--- config.mk ---
export PLATFORM = sky130hd
export DESIGN_NAME = jtag_tap_controller
export DESIGN_NICKNAME = d
export VERILOG_FILES = /design/src/rtl/jtag_tap_controller.sv
export SDC_FILE = /design/constraint.sdc
export NUM_CORES = 1
export LEC_CHECK = 0
export BUFFER_PORTS_ARGS = -buffer_cell sky130_fd_sc_hd__buf_2
export CAP_MARGIN = 10
export CORE_AREA = 2 2 39 41
export CTS_CLUSTER_SIZE = 40
export DETAILED_ROUTE_END_ITERATION = 8
export DIE_AREA = 0 0 41 43
export PLACE_DENSITY = 0.72
export SYNTH_ARGS = -nofsm -noshare
export SYNTH_HDL_FRONTEND = slang
export SYNTH_SLANG_ARGS = --single-unit
--- constraint.sdc ---
create_clock -name TCK -period 2.4 [get_ports TCK]
set_input_delay 0.24 -clock TCK [delete_from_list [all_inputs] [get_ports TCK]]
set_output_delay 0.24 -clock TCK [all_outputs]
set_load 0.01 [all_outputs]
--- src/rtl/jtag_tap_controller.sv ---
// IEEE 1149.1 TAP controller: 16-state TMS-driven FSM clocked by TCK with
// falling-edge registered scan controls and glitch-free gated IR/DR clocks.
module jtag_tap_controller #(
    parameter int IR_SIZE = 4
) (
    input  logic       TCK,
    input  logic       TRST_bar,
    input  logic       TMS,
    input  logic       ir_scan_out,
    input  logic       dr_scan_out,
    output logic [3:0] state,
    output logic       reset_bar,
    output logic       ClockIR,
    output logic       ShiftIR,
    output logic       UpdateIR,
    output logic       ClockDR,
    output logic       ShiftDR,
    output logic       UpdateDR,
    output logic       Select,
    output logic       TDO,
    output logic       TDO_enable
);

    // IR width only sizes the external scan cells; reject a degenerate value.
    if (IR_SIZE < 2) begin : g_bad_ir_size
        $error("jtag_tap_controller: IR_SIZE must be at least 2");
    end

    typedef enum logic [3:0] {
        S_EXIT2_DR   = 4'h0,
        S_EXIT1_DR   = 4'h1,
        S_SHIFT_DR   = 4'h2,
        S_PAUSE_DR   = 4'h3,
        S_SEL_IR     = 4'h4,
        S_UPDATE_DR  = 4'h5,
        S_CAPTURE_DR = 4'h6,
        S_SEL_DR     = 4'h7,
        S_EXIT2_IR   = 4'h8,
        S_EXIT1_IR   = 4'h9,
        S_SHIFT_IR   = 4'hA,
        S_PAUSE_IR   = 4'hB,
        S_RTI        = 4'hC,
        S_UPDATE_IR  = 4'hD,
        S_CAPTURE_IR = 4'hE,
        S_TLR        = 4'hF
    } state_t;

    state_t r_state;

    logic r_reset_bar;
    logic r_shift_ir;
    logic r_shift_dr;
    logic r_select;
    logic r_tdo;
    logic r_tdo_en;
    logic r_clkir_en;
    logic r_clkdr_en;
    logic r_updir_en;
    logic r_upddr_en;

    always_ff @(posedge TCK or negedge TRST_bar) begin
        if (!TRST_bar) begin
            r_state <= S_TLR;
        end else begin
            case (r_state)
                S_TLR:        r_state <= TMS ? S_TLR       : S_RTI;
                S_RTI:        r_state <= TMS ? S_SEL_DR    : S_RTI;
                S_SEL_DR:     r_state <= TMS ? S_SEL_IR    : S_CAPTURE_DR;
                S_SEL_IR:     r_state <= TMS ? S_TLR       : S_CAPTURE_IR;
                S_CAPTURE_DR: r_state <= TMS ? S_EXIT1_DR  : S_SHIFT_DR;
                S_SHIFT_DR:   r_state <= TMS ? S_EXIT1_DR  : S_SHIFT_DR;
                S_EXIT1_DR:   r_state <= TMS ? S_UPDATE_DR : S_PAUSE_DR;
                S_PAUSE_DR:   r_state <= TMS ? S_EXIT2_DR  : S_PAUSE_DR;
                S_EXIT2_DR:   r_state <= TMS ? S_UPDATE_DR : S_SHIFT_DR;
                S_UPDATE_DR:  r_state <= TMS ? S_SEL_DR    : S_RTI;
                S_CAPTURE_IR: r_state <= TMS ? S_EXIT1_IR  : S_SHIFT_IR;
                S_SHIFT_IR:   r_state <= TMS ? S_EXIT1_IR  : S_SHIFT_IR;
                S_EXIT1_IR:   r_state <= TMS ? S_UPDATE_IR : S_PAUSE_IR;
                S_PAUSE_IR:   r_state <= TMS ? S_EXIT2_IR  : S_PAUSE_IR;
                S_EXIT2_IR:   r_state <= TMS ? S_UPDATE_IR : S_SHIFT_IR;
                S_UPDATE_IR:  r_state <= TMS ? S_SEL_DR    : S_RTI;
                default:      r_state <= S_TLR;
            endcase
        end
    end

    // Controls change on the falling edge so they are stable around the
    // rising edge where the scan cells sample them.
    always_ff @(negedge TCK or negedge TRST_bar) begin
        if (!TRST_bar) begin
            r_reset_bar <= 1'b0;
            r_shift_ir  <= 1'b0;
            r_shift_dr  <= 1'b0;
            r_select    <= 1'b0;
            r_tdo       <= 1'b0;
            r_tdo_en    <= 1'b0;
            r_clkir_en  <= 1'b0;
            r_clkdr_en  <= 1'b0;
            r_updir_en  <= 1'b0;
            r_upddr_en  <= 1'b0;
        end else begin
            r_reset_bar <= (r_state != S_TLR);
            r_shift_ir  <= (r_state == S_SHIFT_IR);
            r_shift_dr  <= (r_state == S_SHIFT_DR);
            r_select    <= r_state inside {S_CAPTURE_IR, S_SHIFT_IR, S_EXIT1_IR,
                                           S_PAUSE_IR, S_EXIT2_IR, S_UPDATE_IR};
            r_tdo_en    <= (r_state == S_SHIFT_IR) || (r_state == S_SHIFT_DR);
            if (r_state == S_SHIFT_IR) begin
                r_tdo <= ir_scan_out;
            end else if (r_state == S_SHIFT_DR) begin
                r_tdo <= dr_scan_out;
            end
            r_clkir_en  <= (r_state == S_CAPTURE_IR) || (r_state == S_SHIFT_IR);
            r_clkdr_en  <= (r_state == S_CAPTURE_DR) || (r_state == S_SHIFT_DR);
            r_updir_en  <= (r_state == S_UPDATE_IR);
            r_upddr_en  <= (r_state == S_UPDATE_DR);
        end
    end

    assign state      = r_state;
    assign reset_bar  = r_reset_bar;
    assign ShiftIR    = r_shift_ir;
    assign ShiftDR    = r_shift_dr;
    assign Select     = r_select;
    assign TDO        = r_tdo;
    assign TDO_enable = r_tdo_en;

    // Enables only move while TCK is low, so each gate sees a stable enable
    // whenever its TCK term can pass.
    assign ClockIR  = ~(~TCK & r_clkir_en);
    assign ClockDR  = ~(~TCK & r_clkdr_en);
    assign UpdateIR = ~TCK & r_updir_en;
    assign UpdateDR = ~TCK & r_upddr_en;

endmodule

==> reports/metrics.yaml, run 1 <==
outcome: "complete, but fails checks"
violations: "negative setup slack"
groute.usage.overall_pct: 17.1
timing_hold_violations_final: 0
synth_top_cell_area_share_pct: 41.2
die-area_sq_um: 1760
num_vias: 466
synth_flop_cell: "dfrtn_1"
grt_max_degree: 15
crit_path_end_kind: "output pin"
yosysMostFrequentCell: "dfrtn_1"
core_sq_um: 1380
final_cells: 94
crit_path_max_incr_delay_ns: 0.39
grt_pass1_wl_mm: 1.77
synth_area_sq_um: 607
slew_headroom_pct: 80.4
clk_latency_ns: 0.40
synth_top_area_cell: "dfrtn_1"
drc: 0
fin_hold_ws_ns: 0.168
vias_per_cell: 4.96
place_inst: 83
fillerInstances: 136
yosys.area_share.adder_pct: 0
setup_violations: 8
worst-endpoint-required_ns: 2.16
clk_pin_slew_ns: 0.09
path_delay_family: "flip-flops"
final_nets: 83
antenna_found_initial: 0
leakage_nw: 0.393
synth_seq_cells: 14
worst_pin_slew_ns: 0.293
post_drt_wl_per_cell_um: 11.3
io_pins: 19
synth_compound_area_share_pct: 10.3
synth_edf_count: 0
muxShareOfSynthArea_pct: 3.51
synth_top_family_by_area: "simple AND/OR/NAND/NOR gates"
max-vdd-ir-drop_v: 0.000629
fin_skew_ns: 0.0218
synth_nets: 57
p_per_area_nw_per_um2: 1400
final_util_pct: 56.1
critical_path.slowest_cell: "dfrtn_1"
arrival_ns: 2.23
area_growth_pct: 28.0
synthArstFlopShare_pct: 100
hp-class: "in2reg"
synth_simple_gate_area_share_pct: 20.0
worstSetupStartpointType: "flop"
numPortBuffers: 18
initial_core_util_pct: 43.9
synth_cell_type_count: 25
fp.dieH_um: 43
globalplace.congestion: 0.783
yosys_warnings: 0
ys_seq_area_share_pct: 58.6
finalWorstSetupSlack_ns: -0.0695
cp_cell_sequence: "nor2b_1, buf_2"
drtIter0Drc: 10
critical_path_class: "reg2out"
rows: 14
die_w_um: 41
netlist_instances: 52
pre_cts_ws_ns: 0.114
rsz0062_at_grt: "true"
dp_hpwl_um: 696
drv_slew: 0
synth_xor_area_share_pct: 0
synth_commonest_cells: "dfrtn_1, dfstp_2, inv_1"
grt_overflow: 0
fin_setup_tns_ns: -0.138
cts_tree: "done"
path_max_fanout: 1
path_buf_inv: 1
avgSynthCellArea_sq_um: 11.7
antenna_left: 0
num_antenna_cells: 0
drive_gt1_share_pct: 46.2
firstDrtPassIters: 4
drv_cap: 0
grt_pass1_vias: 435
routed_wirelength_mm: 1.06
synthTopCellsByArea: "dfrtn_1, dfstp_2, nand2b_1"
[final cells by class]
| type | instances | area, sq um | share of cell area (%) |
|---|---|---|---|
| Tap cell | 16 | 20.0 | 2.58 |
| Clock buffer | 13 | 80.1 | 10.3 |
| Timing Repair Buffer | 17 | 101 | 13.0 |
| Sequential cell | 14 | 355 | 45.7 |
| Inverter | 4 | 15.0 | 1.93 |
| Multi-Input combinational cell | 30 | 205 | 26.4 |
[cells in the final DEF, fill, tap and decap left out, types with 2 or more instances in the layout]
master     n
nand2b_1   3
nand2_1    3
o21ai_0    2
a31oi_1    2
nor2_1     3
clkbuf_1   2
nor2b_1    2
nor3_1     3
dfrtn_1   10
buf_2     17
inv_1      4
buf_4      2
clkbuf_4   7
dfstp_2    4
[logic make-up after synthesis]
logic type             count (synthesis)
and+or+nand+nor                       19
DFF                                   14
AOI/OAI and AO/OA                      9
buffers and inverters                  8
muxes                                  2
[registers in the layout, summed over array words and instances (netlist names)]
register    flops
state           4
Select          1
ShiftDR         1
ShiftIR         1
TDO             1
TDO_enable      1
r_clkdr_en      1
r_clkir_en      1
r_upddr_en      1
r_updir_en      1
reset_bar       1
[where the power goes]
| group | internal, mW | switching, mW |
|---|---|---|
| sequential | 0.352 | 0.0966 |
| clock | 0.171 | 0.128 |
| combinational | 0.179 | 0.164 |
[worst paths after layout]
| kind | endpoint | cells past startpoint | from | slack, ns |
|---|---|---|---|---|
| max | UpdateIR | 2 | r_updir_en$_DFF_NN0_ | -0.07 |
| min | state[3]$_DFF_PN1_ | 3 | TMS | 0.17 |
| max reg2reg | TDO$_DFFE_NN0P_ | 2 | state[1]$_DFF_PN1_ | 0.13 |
| min reg2reg | TDO$_DFFE_NN0P_ | 3 | TDO$_DFFE_NN0P_ | 0.57 |
| max in group asynchronous | r_clkdr_en$_DFF_NN0_ | 2 | TRST_bar | 0.80 |
| min in group asynchronous | state[3]$_DFF_PN1_ | 2 | TRST_bar | 0.51 |
[repair_timing]
item	CTS	global route
setup buffers	0	1
resized for setup	0	1
setup endpoints to repair	8	10
hold buffers	1	0
hold endpoints to repair	3	0
cloned	0	0
[through the flow]
stage                     power (mW)  instance area (sq um)
after floorplan                0.723                    607
after global placement         0.809                    693
after detailed placement       0.821                    693
after CTS                       1.09                    763
after global routing            1.18                    777
final                           1.09                    777
[worst reg2reg max path, cell delays in order (launching register included)]
cell     delay (ns)
dfstp_2        0.60
nor3b_2        0.24
a21oi_1        0.09
[layer usage]
layer  up-vias  track usage, %  share of wire (%)
met5         -               0                  0
met3         2            6.81                5.7
met2        15            19.1                 50
met4         0            24.7                1.6
met1       221            19.1                 43
li1        228               -                  -
No activity file was read; power rests on OpenSTA's default activity.
==> inputs of run 2 (changes only) <==
- BUFFER_PORTS_ARGS: -buffer_cell sky130_fd_sc_hd__buf_2 -> -buffer_cell sky130_fd_sc_hd__buf_4
==> run 2 against run 1 <==
  * The run still ends with negative setup slack left
  * Sequential share of layout area down 4.6 points
  * Design area increased by 11%
  * First-iteration DRC count up 30%
  * Via count increased by 3.2%
  * Clock skew down 0.0039 ns
  * Flip-flop and latch count unchanged
  * Power rose by 11%
  * Clock-buffer cell count unchanged
  * Cell count rose by 1.1%
  * Routed wire length grew 18%
  * Hold slack gained 0.021 ns
  * Clock power increased by 14%
  * Largest cell class unchanged
==> reports/metrics.yaml, run 2 (synthesis results as in run 1) <==
cts_tree: "done"
timing_hold_violations_final: 0  # unchanged
antenna_left: 0  # unchanged
fin_setup_tns_ns: -0.121  # +0.0163 ns
groute.usage.overall_pct: 19.1  # +2.0 points
cp_cell_sequence: "nor2b_4, buf_4"
grt_pass1_wl_mm: 1.98  # +12%
drv_cap: 0  # unchanged
path_max_fanout: 1  # unchanged
num_vias: 481  # +3.2%
fin_total_pwr_mw: 1.21  # +11%
drv_slew: 0  # unchanged
fillerInstances: 111  # -18%
core_sq_um: 1380  # unchanged
grt_pass1_vias: 487  # +12%
worstSetupStartpointType: "flop"
path_buf_inv: 1  # unchanged
final_cells: 95  # +1.1%
initial_core_util_pct: 43.9  # unchanged
die-area_sq_um: 1760  # unchanged
antenna_found_initial: 0  # unchanged
routed_wirelength_mm: 1.25  # +18%
worst-endpoint-required_ns: 2.16  # about the same
rows: 14  # unchanged
place_inst: 84  # +1.2%
vias_per_cell: 5.06  # +2.1%
grt_max_degree: 15  # unchanged
area_growth_pct: 42.3
fin_hold_ws_ns: 0.189  # +0.0210 ns
clk_pin_slew_ns: 0.08  # about the same
crit_path_end_kind: "output pin"
leakage_nw: 0.421  # +6.9%
finalWorstSetupSlack_ns: -0.0660  # +0.00355 ns
drtIter0Drc: 13  # +3
violations: "negative setup slack"
slew_headroom_pct: 83.1  # +2.7 points
setup_violations: 4  # -4
outcome: "complete, but fails checks"
clk_latency_ns: 0.40  # about the same
die_w_um: 41  # unchanged
crit_path_max_incr_delay_ns: 0.39  # about the same
drc: 0  # unchanged
fin_skew_ns: 0.0179  # -0.00385 ns
largest_reg_flops: 4  # unchanged
pre_cts_ws_ns: 0.0341  # -0.0800 ns
critical_path.slowest_cell: "dfrtn_1"
layout_common_cells: "buf_4, dfrtn_1, clkbuf_4, buf_6"
final_nets: 84  # +1.2%
drive_gt1_share_pct: 49.4  # +3.2 points
hp-class: "in2reg"
rsz0062_at_grt: "true"
fp.dieH_um: 43  # unchanged
worst_pin_slew_ns: 0.251  # -0.0419 ns
io_pins: 19  # unchanged
num_antenna_cells: 0  # unchanged
globalplace.congestion: 0.783  # about the same
critical_path_class: "reg2out"
numPortBuffers: 18  # unchanged
post_drt_wl_per_cell_um: 13.2  # +16%
grt_overflow: 0  # unchanged
arrival_ns: 2.23  # about the same
p_per_area_nw_per_um2: 1410  # about the same
path_delay_family: "flip-flops"
final_common_cell: "buf_4"
max-vdd-ir-drop_v: 0.000729  # +16%
firstDrtPassIters: 4  # unchanged
==> run 2: cell types whose count changed in the layout (fill, tap and decap cells not counted), sizes merged <==
cell / delta
buf: +1
==> run 2: what timing repair did <==
action | in CTS | in global routing
gates resized for setup | 1 | 9
endpoints found under the hold margin | 4 | 0
buffers inserted | 0 | 1
hold buffers | 1 | 0
endpoints found under the setup margin | 8 | 12
==> run 2: stage by stage <==
| stage | area [sq um] | util [%] |
|---|---|---|
| final | 863 | 62.4 |
| after global routing | 863 | 62.4 |
| after CTS | 820 | 59.2 |
| after detailed placement | 746 | 53.9 |
| after global placement | 746 | 53.9 |
| after floorplan | 607 | - |
==> run 2: layer usage <==
layer	share of wire [%]	vias up	track usage, %
met3	6.6	8	7.85
met1	38	225	18.9
met2	52	20	25.0
met4	3.0	0	24.0
li1	-	228	-
met5	0	-	0
==> run 2: path summary, 6_finish.rpt <==
path | startpoint | end | slack [ns] | cells after the start
min in group asynchronous | TRST_bar | state[3]$_DFF_PN1_ | 0.44 | 2
max in group asynchronous | TRST_bar | TDO$_DFFE_NN0P_ | 0.90 | 2
setup / recovery | r_updir_en$_DFF_NN0_ | UpdateIR | -0.07 | 2
hold / removal | TMS | state[3]$_DFF_PN1_ | 0.19 | 3
hold reg to reg | TDO$_DFFE_NN0P_ | TDO$_DFFE_NN0P_ | 0.58 | 3
setup reg to reg | state[1]$_DFF_PN1_ | TDO$_DFFE_NN0P_ | 0.08 | 2
==> run 2: where the power goes <==
part	switching, mW	internal [mW]	total (mW)
sequential	0.111	0.353	0.464
clock	0.146	0.196	0.342
combinational	0.180	0.228	0.408
==> run 2: tightest hold or removal path: stages <==
cell and delay (ns):
buf_4 0.11, o21ai_0 0.06, mux2_2 0.14
==> run 2: area by class of cell <==
type	count	area [sq um]	area share, %
Inverter	4	15.0	1.74
Tap cell	16	20.0	2.32
Sequential cell	14	355	41.2
Multi-Input combinational cell	30	226	26.2
Timing Repair Buffer	18	145	16.8
Clock buffer	13	101	11.7
